[config.mk]
export PLATFORM = sky130hd
export DESIGN_NAME = vga_sync_gen_flat
export DESIGN_NICKNAME = d
export VERILOG_FILES = /design/src/rtl/vga_sync_gen_if.sv /design/src/rtl/vga_sync_gen.sv /design/src/flat_wrapper.sv
export SDC_FILE = /design/constraint.sdc
export NUM_CORES = 1
export LEC_CHECK = 0
export BUFFER_PORTS_ARGS = -buffer_cell sky130_fd_sc_hd__buf_2
export CELL_PAD_IN_SITES_DETAIL_PLACEMENT = 0
export CELL_PAD_IN_SITES_GLOBAL_PLACEMENT = 1
export CORE_ASPECT_RATIO = 0.8
export CORE_MARGIN = 2
export CORE_UTILIZATION = 41
export CTS_CLUSTER_DIAMETER = 150
export DETAILED_ROUTE_END_ITERATION = 6
export PLACE_DENSITY = 0.74
export SYNTH_ARGS = -nofsm -noshare
export SYNTH_HDL_FRONTEND = slang
export SYNTH_SLANG_ARGS = --single-unit
[constraint.sdc]
create_clock -name clk -period 2.8 [get_ports clk]
set_input_delay 0.42 -clock clk [delete_from_list [all_inputs] [get_ports clk]]
set_output_delay 0.42 -clock clk [all_outputs]
set_load 0.02 [all_outputs]
[src/rtl/vga_sync_gen_if.sv]
// vga_sync_gen_if -- pixel timing bundle from the sync generator to its consumers.
//   p_tick     : one-clk pixel enable
//   x, y       : current pixel coordinates (10-bit)
//   video_on   : current coordinate lies in the visible area
//   hsync      : horizontal sync, active-low
//   vsync      : vertical sync, active-low
//   frame_tick : one-clk pulse at the start of vertical retrace
// master = the timing generator, slave = graphics logic that consumes it.
interface vga_sync_gen_if;
  logic       p_tick;
  logic [9:0] x;
  logic [9:0] y;
  logic       video_on;
  logic       hsync;
  logic       vsync;
  logic       frame_tick;

  modport master (
    output p_tick, x, y, video_on, hsync, vsync, frame_tick
  );

  modport slave (
    input p_tick, x, y, video_on, hsync, vsync, frame_tick
  );
endinterface

[src/rtl/vga_sync_gen.sv]
// vga_sync_gen -- 640x480@60 Hz timing source.
// Divides clk down to a pixel enable and runs the horizontal/vertical
// counters; produces coordinates, video_on, active-low sync pins and a
// once-per-frame tick. All outputs are registered.
//   clk   : system clock
//   reset : synchronous reset, active-low
//   vga   : vga_sync_gen_if.master (p_tick, x, y, video_on, hsync, vsync, frame_tick)
module vga_sync_gen #(
  parameter int CLK_DIV   = 4,
  parameter int H_DISPLAY = 640,
  parameter int H_FRONT   = 16,
  parameter int H_SYNC    = 96,
  parameter int H_BACK    = 48,
  parameter int V_DISPLAY = 480,
  parameter int V_FRONT   = 10,
  parameter int V_SYNC    = 2,
  parameter int V_BACK    = 33,
  parameter int TICK_LINE = 481
) (
  input  logic           clk,
  input  logic           reset,
  vga_sync_gen_if.master vga
);

  localparam int H_TOTAL = H_DISPLAY + H_FRONT + H_SYNC + H_BACK;
  localparam int V_TOTAL = V_DISPLAY + V_FRONT + V_SYNC + V_BACK;
  localparam int DIV_W   = (CLK_DIV > 1) ? $clog2(CLK_DIV) : 1;

  localparam logic [DIV_W-1:0] DIV_LAST = DIV_W'(CLK_DIV - 1);
  localparam logic [9:0] H_LAST   = 10'(H_TOTAL - 1);
  localparam logic [9:0] V_LAST   = 10'(V_TOTAL - 1);
  localparam logic [9:0] H_VIS    = 10'(H_DISPLAY);
  localparam logic [9:0] V_VIS    = 10'(V_DISPLAY);
  localparam logic [9:0] HS_START = 10'(H_DISPLAY + H_FRONT);
  localparam logic [9:0] HS_END   = 10'(H_DISPLAY + H_FRONT + H_SYNC - 1);
  localparam logic [9:0] VS_START = 10'(V_DISPLAY + V_FRONT);
  localparam logic [9:0] VS_END   = 10'(V_DISPLAY + V_FRONT + V_SYNC - 1);
  localparam logic [9:0] TICK_Y   = 10'(TICK_LINE);

  logic [DIV_W-1:0] div_reg, div_next;
  logic             p_tick_reg, p_tick_next;
  logic [9:0]       x_reg, x_next;
  logic [9:0]       y_reg, y_next;
  logic             video_on_reg, video_on_next;
  logic             hsync_reg, hsync_next;
  logic             vsync_reg, vsync_next;
  logic             frame_tick_reg, frame_tick_next;

  always_comb begin
    div_next        = (div_reg == DIV_LAST) ? '0 : div_reg + DIV_W'(1);
    // p_tick is registered alongside div so it is high while div==CLK_DIV-1.
    p_tick_next     = (div_next == DIV_LAST);

    x_next          = x_reg;
    y_next          = y_reg;
    if (p_tick_reg) begin
      if (x_reg == H_LAST) begin
        x_next = '0;
        y_next = (y_reg == V_LAST) ? '0 : y_reg + 10'd1;
      end else begin
        x_next = x_reg + 10'd1;
      end
    end

    // Decoded from the next coordinates so the registered sync/video
    // outputs line up with the registered x/y with no skew.
    video_on_next   = (x_next < H_VIS) && (y_next < V_VIS);
    hsync_next      = !((x_next >= HS_START) && (x_next <= HS_END));
    vsync_next      = !((y_next >= VS_START) && (y_next <= VS_END));
    // Only an actual pixel step can land on (0,TICK_LINE), so the pulse is
    // one clk wide whatever CLK_DIV is.
    frame_tick_next = p_tick_reg && (x_next == '0) && (y_next == TICK_Y);
  end

  always_ff @(posedge clk) begin
    if (!reset) begin
      div_reg        <= '0;
      p_tick_reg     <= 1'b0;
      x_reg          <= '0;
      y_reg          <= '0;
      video_on_reg   <= 1'b1;
      hsync_reg      <= 1'b1;
      vsync_reg      <= 1'b1;
      frame_tick_reg <= 1'b0;
    end else begin
      div_reg        <= div_next;
      p_tick_reg     <= p_tick_next;
      x_reg          <= x_next;
      y_reg          <= y_next;
      video_on_reg   <= video_on_next;
      hsync_reg      <= hsync_next;
      vsync_reg      <= vsync_next;
      frame_tick_reg <= frame_tick_next;
    end
  end

  assign vga.p_tick     = p_tick_reg;
  assign vga.x          = x_reg;
  assign vga.y          = y_reg;
  assign vga.video_on   = video_on_reg;
  assign vga.hsync      = hsync_reg;
  assign vga.vsync      = vsync_reg;
  assign vga.frame_tick = frame_tick_reg;

endmodule
[src/flat_wrapper.sv]
// flat-port wrapper written by rule: the top's interface ports become plain ports
module vga_sync_gen_flat 
#(
  parameter int CLK_DIV   = 4,
  parameter int H_DISPLAY = 640,
  parameter int H_FRONT   = 16,
  parameter int H_SYNC    = 96,
  parameter int H_BACK    = 48,
  parameter int V_DISPLAY = 480,
  parameter int V_FRONT   = 10,
  parameter int V_SYNC    = 2,
  parameter int V_BACK    = 33,
  parameter int TICK_LINE = 481
)
  (clk, reset, vga_p_tick, vga_x, vga_y, vga_video_on, vga_hsync, vga_vsync, vga_frame_tick);
  vga_sync_gen_if vga_i ();
  input  logic clk;
  input  logic reset;
  output wire logic [$bits(vga_i.p_tick)-1:0] vga_p_tick;
  output wire logic [$bits(vga_i.x)-1:0] vga_x;
  output wire logic [$bits(vga_i.y)-1:0] vga_y;
  output wire logic [$bits(vga_i.video_on)-1:0] vga_video_on;
  output wire logic [$bits(vga_i.hsync)-1:0] vga_hsync;
  output wire logic [$bits(vga_i.vsync)-1:0] vga_vsync;
  output wire logic [$bits(vga_i.frame_tick)-1:0] vga_frame_tick;
  assign vga_p_tick = vga_i.p_tick;
  assign vga_x = vga_i.x;
  assign vga_y = vga_i.y;
  assign vga_video_on = vga_i.video_on;
  assign vga_hsync = vga_i.hsync;
  assign vga_vsync = vga_i.vsync;
  assign vga_frame_tick = vga_i.frame_tick;
  vga_sync_gen #(.CLK_DIV(CLK_DIV), .H_DISPLAY(H_DISPLAY), .H_FRONT(H_FRONT), .H_SYNC(H_SYNC), .H_BACK(H_BACK), .V_DISPLAY(V_DISPLAY), .V_FRONT(V_FRONT), .V_SYNC(V_SYNC), .V_BACK(V_BACK), .TICK_LINE(TICK_LINE)) u_core (.clk(clk), .reset(reset), .vga(vga_i));
endmodule
==> results.txt <==
----------------------------------------------------
[Critical path]
  Largest fanout on the critical path ... 11
  Critical path startpoint category ... flop
  Slowest cell on crit path ... or4_4
  Series of cell instances along the critical path ... ha_1 > nand4_2 > or4_4 > or4_4 > a21oi_2 > and4bb_1 > and4bb_1
  Critical path capture point type ... flop
  CP required ... 3.02 ns
  Category of the critical setup timing path ... reg2reg
  Maximum cell stage delay along the critical path ... 0.54 ns
  Critical path data arrival time ... 2.81 ns
  Worst path bufs/invs ... 0
  CP top delay family ... simple AND/OR/NAND/NOR gates

[Power]
  Total power per unit cell area ... 375 nW/um^2
  Static leakage power ... 0.670 nW
  Post-route total power ... approximately 640 uW
  Largest voltage drop on the vdd net ... 0.293 mV

[Clocking]
  Longest Clk Path Bufs ... 2
  Clk_lat worst skew ... 0.27 ns
  Number of sinks driven by the clock tree ... 27
  Buffer count from post-CTS setup fixing ... 0
  Cell at the root of the clock tree ... clkbuf_8
  Quantity of gates resized following cts ... 0
  Hold-fix buffers at CTS ... 0
  Number of clock buffers inserted by TritonCTS ... 3
  CTS tree ... built
  H-Tree Level Count ... 1
  Clock transition at the registers of the reported paths ... 0.09 ns

[Synth]
  Netlist area before placement ... 1550 sq um
  Synth Register Bits ... 27
  Synth top area cells ... dfxtp_1 35%, nor2_1 6.5%, clkbuf_8 4.4%, ha_1 4.0%, xor2_1 4.0%
  Portion of synthesized cell area occupied by the leading cell type ... 0.349
  Number of different library cells in the post-synthesis netlist ... 40
  Main combinational cell family by area after synthesis ... simple AND/OR/NAND/NOR gates
  Mux contribution to synthesized area ... 0.0129
  Adder and majority gate portion of the synthesized area ... 0.0404
  Sequential-to-total area share from yosys stat ... 0.349
  Area share of and/or/nand/nor cells after synthesis ... 0.336
  Synth area leader ... dfxtp_1
  Synthesized netlist cell count ... 183
  EDFF count, synth ... 0
  Synthesized netlist net count ... 190
  Compound-gate portion of the synthesized area ... 0.110
  Post-synthesis xor/xnor area fraction ... 0.0734
  Most used DFF post-synth ... dfxtp_1
  Async set or reset register ratio after synthesis ... 0
  Yosys warns ... 0
  Average instance area after synthesis ... 8.47 sq um

[STA]
  Setup violators final ... 0
  Worst-margin pin slew ... 0.644 ns
  Min Clock Period, post-route ... roughly 2.6 ns
  Setup TNS ... 0 ns
  Final Hold Vio Count ... 0
  Worst path setup slack after routing ... ~0.21 ns
  Final period utilization ... 0.925
  Worst hold slack ... around 0.39 ns
  Final Slew Violations ... 0
  Worst clock skew ... 0.00436 ns
  Slew headroom ... 0.570
  Setup repair after global routing missed its margin ... no
  Highest clock frequency the design can meet ... between 300 and 400 MHz

[Drt]
  Final antenna-violating net count ... 0
  Per-cell via count in the routed design ... between 5 and 6
  Total routed wirelength ... 3630 microns
  Total iterations of the first detailed-routing run ... 4
  Via total after detailed routing ... between 1,000 and 1,500
  DRC violations left ... 0
  Starting DRC count in detailed routing ... 75
  Wire length per cell after detailed routing ... 14.6 microns

[Flow run]
  Max Cap Violations ... 0

[Placement]
  Final GP Congestion ... 0.899
  Placed Cells ... 244
  Detailed placement HPWL ... approximately 2800 microns
  Worst Setup Slack post-DPL ... 0.244 ns
  Area after DPL ... 1660 sq um
  Count of input and output buffers ... 26

[Final layout]
  Post-route insts no fill ... ~250
  Layout cells sized above 1 ... 0.204
  Area Growth Syn to Fin ... 10.3%
  Final core utilization ... 0.486
  Fin nets ... 214
  Post-layout instance area ... between 1500 and 2000 sq um
  # diodes ... 0
  Commonest cells after routing, fill and taps aside ... 27 x nor2_1, 27 x dfxtp_1, 26 x buf_2

[Floorplanning]
  Die footprint ... 4290 sq um
  Initial Utilization ... 0.441
  Ports placed on the boundary ... 27
  Std-Cell Core Area ... 3520 sq um
  Y dimension of the die ... about 59 microns
  X dimension of the die ... 72.8 microns
  Row count ... 19

[Global route]
  Maximum number of pins on one net before global-route repair ... 21
  Remaining global-route overflow ... 0
  Initial antenna violation count ... 0
  Global-route wire length before repair ... between 5000 and 6000 microns
  Overall routing resource usage ... 0.180
  Number of global-route vias before repair ... around 1,200

[Status]
  Status ... completed

[Hold path]
  Class of the worst hold path ... in2reg

----------------------------------------------------
logic make-up (layout without fill, tap and decap cells):
logic type / count (synthesis) / after routing
fa+ha+maj: 5 / 5
buf+inv: 17 / 40
mux: 2 / 2
compound gates: 29 / 29
xor+xnor: 13 / 13
flops: 27 / 27
simple gates: 90 / 90
layout make-up:
type | instances | area [sq um]
flip-flops and latches | 27 | 541
clock inverters | 1 | 5.00
repair buffers | 30 | 160
clock buffers | 3 | 41.3
inverters | 6 | 22.5
well taps | 42 | 52.6
fillers | 365 | 1810
multi-input cells | 139 | 887
metal layers:
| metal | global-route usage | up-vias | routed length [microns] |
|---|---|---|---|
| met4 | 0.0344 | 0 | 17 |
| li1 | - | 692 | - |
| met5 | 0 | - | 0 |
| met3 | 0.0425 | 2 | 321 |
| met1 | 0.284 | 631 | 1800 |
| met2 | 0.245 | 58 | 1490 |
final timing paths:
path | cells past startpoint | to | slack (ns) | from
max | 7 | u_core.vga.frame_tick | 0.21 | u_core.vga.x[0]
max reg2reg | 7 | u_core.vga.frame_tick | 0.21 | u_core.vga.x[0]
min reg2reg | 1 | u_core.div_reg[0] | 0.45 | u_core.div_reg[0]
min | 2 | u_core.vga.x[8] | 0.39 | reset
power by group:
group / internal (mW) / switching [mW]
Clock: 0.0996 / 0.115
Combinational: 0.0123 / 0.0197
Sequential: 0.390 / 0.00536
synth_stat cells, types with 3 or more instances:
| library cell | instances |
|---|---|
| nand3_1 | 9 |
| nor4_1 | 5 |
| clkbuf_8 | 5 |
| nor3_1 | 8 |
| dfxtp_1 | 27 |
| xnor2_1 | 6 |
| nor2_1 | 27 |
| clkbuf_1 | 3 |
| nand4b_1 | 4 |
| a21oi_1 | 11 |
| ha_1 | 5 |
| and2_1 | 3 |
| nand4_1 | 4 |
| nand2_1 | 11 |
| a31oi_1 | 3 |
| o21ai_0 | 8 |
| inv_1 | 6 |
| xor2_1 | 7 |
(Power assumes the default switching activity.)
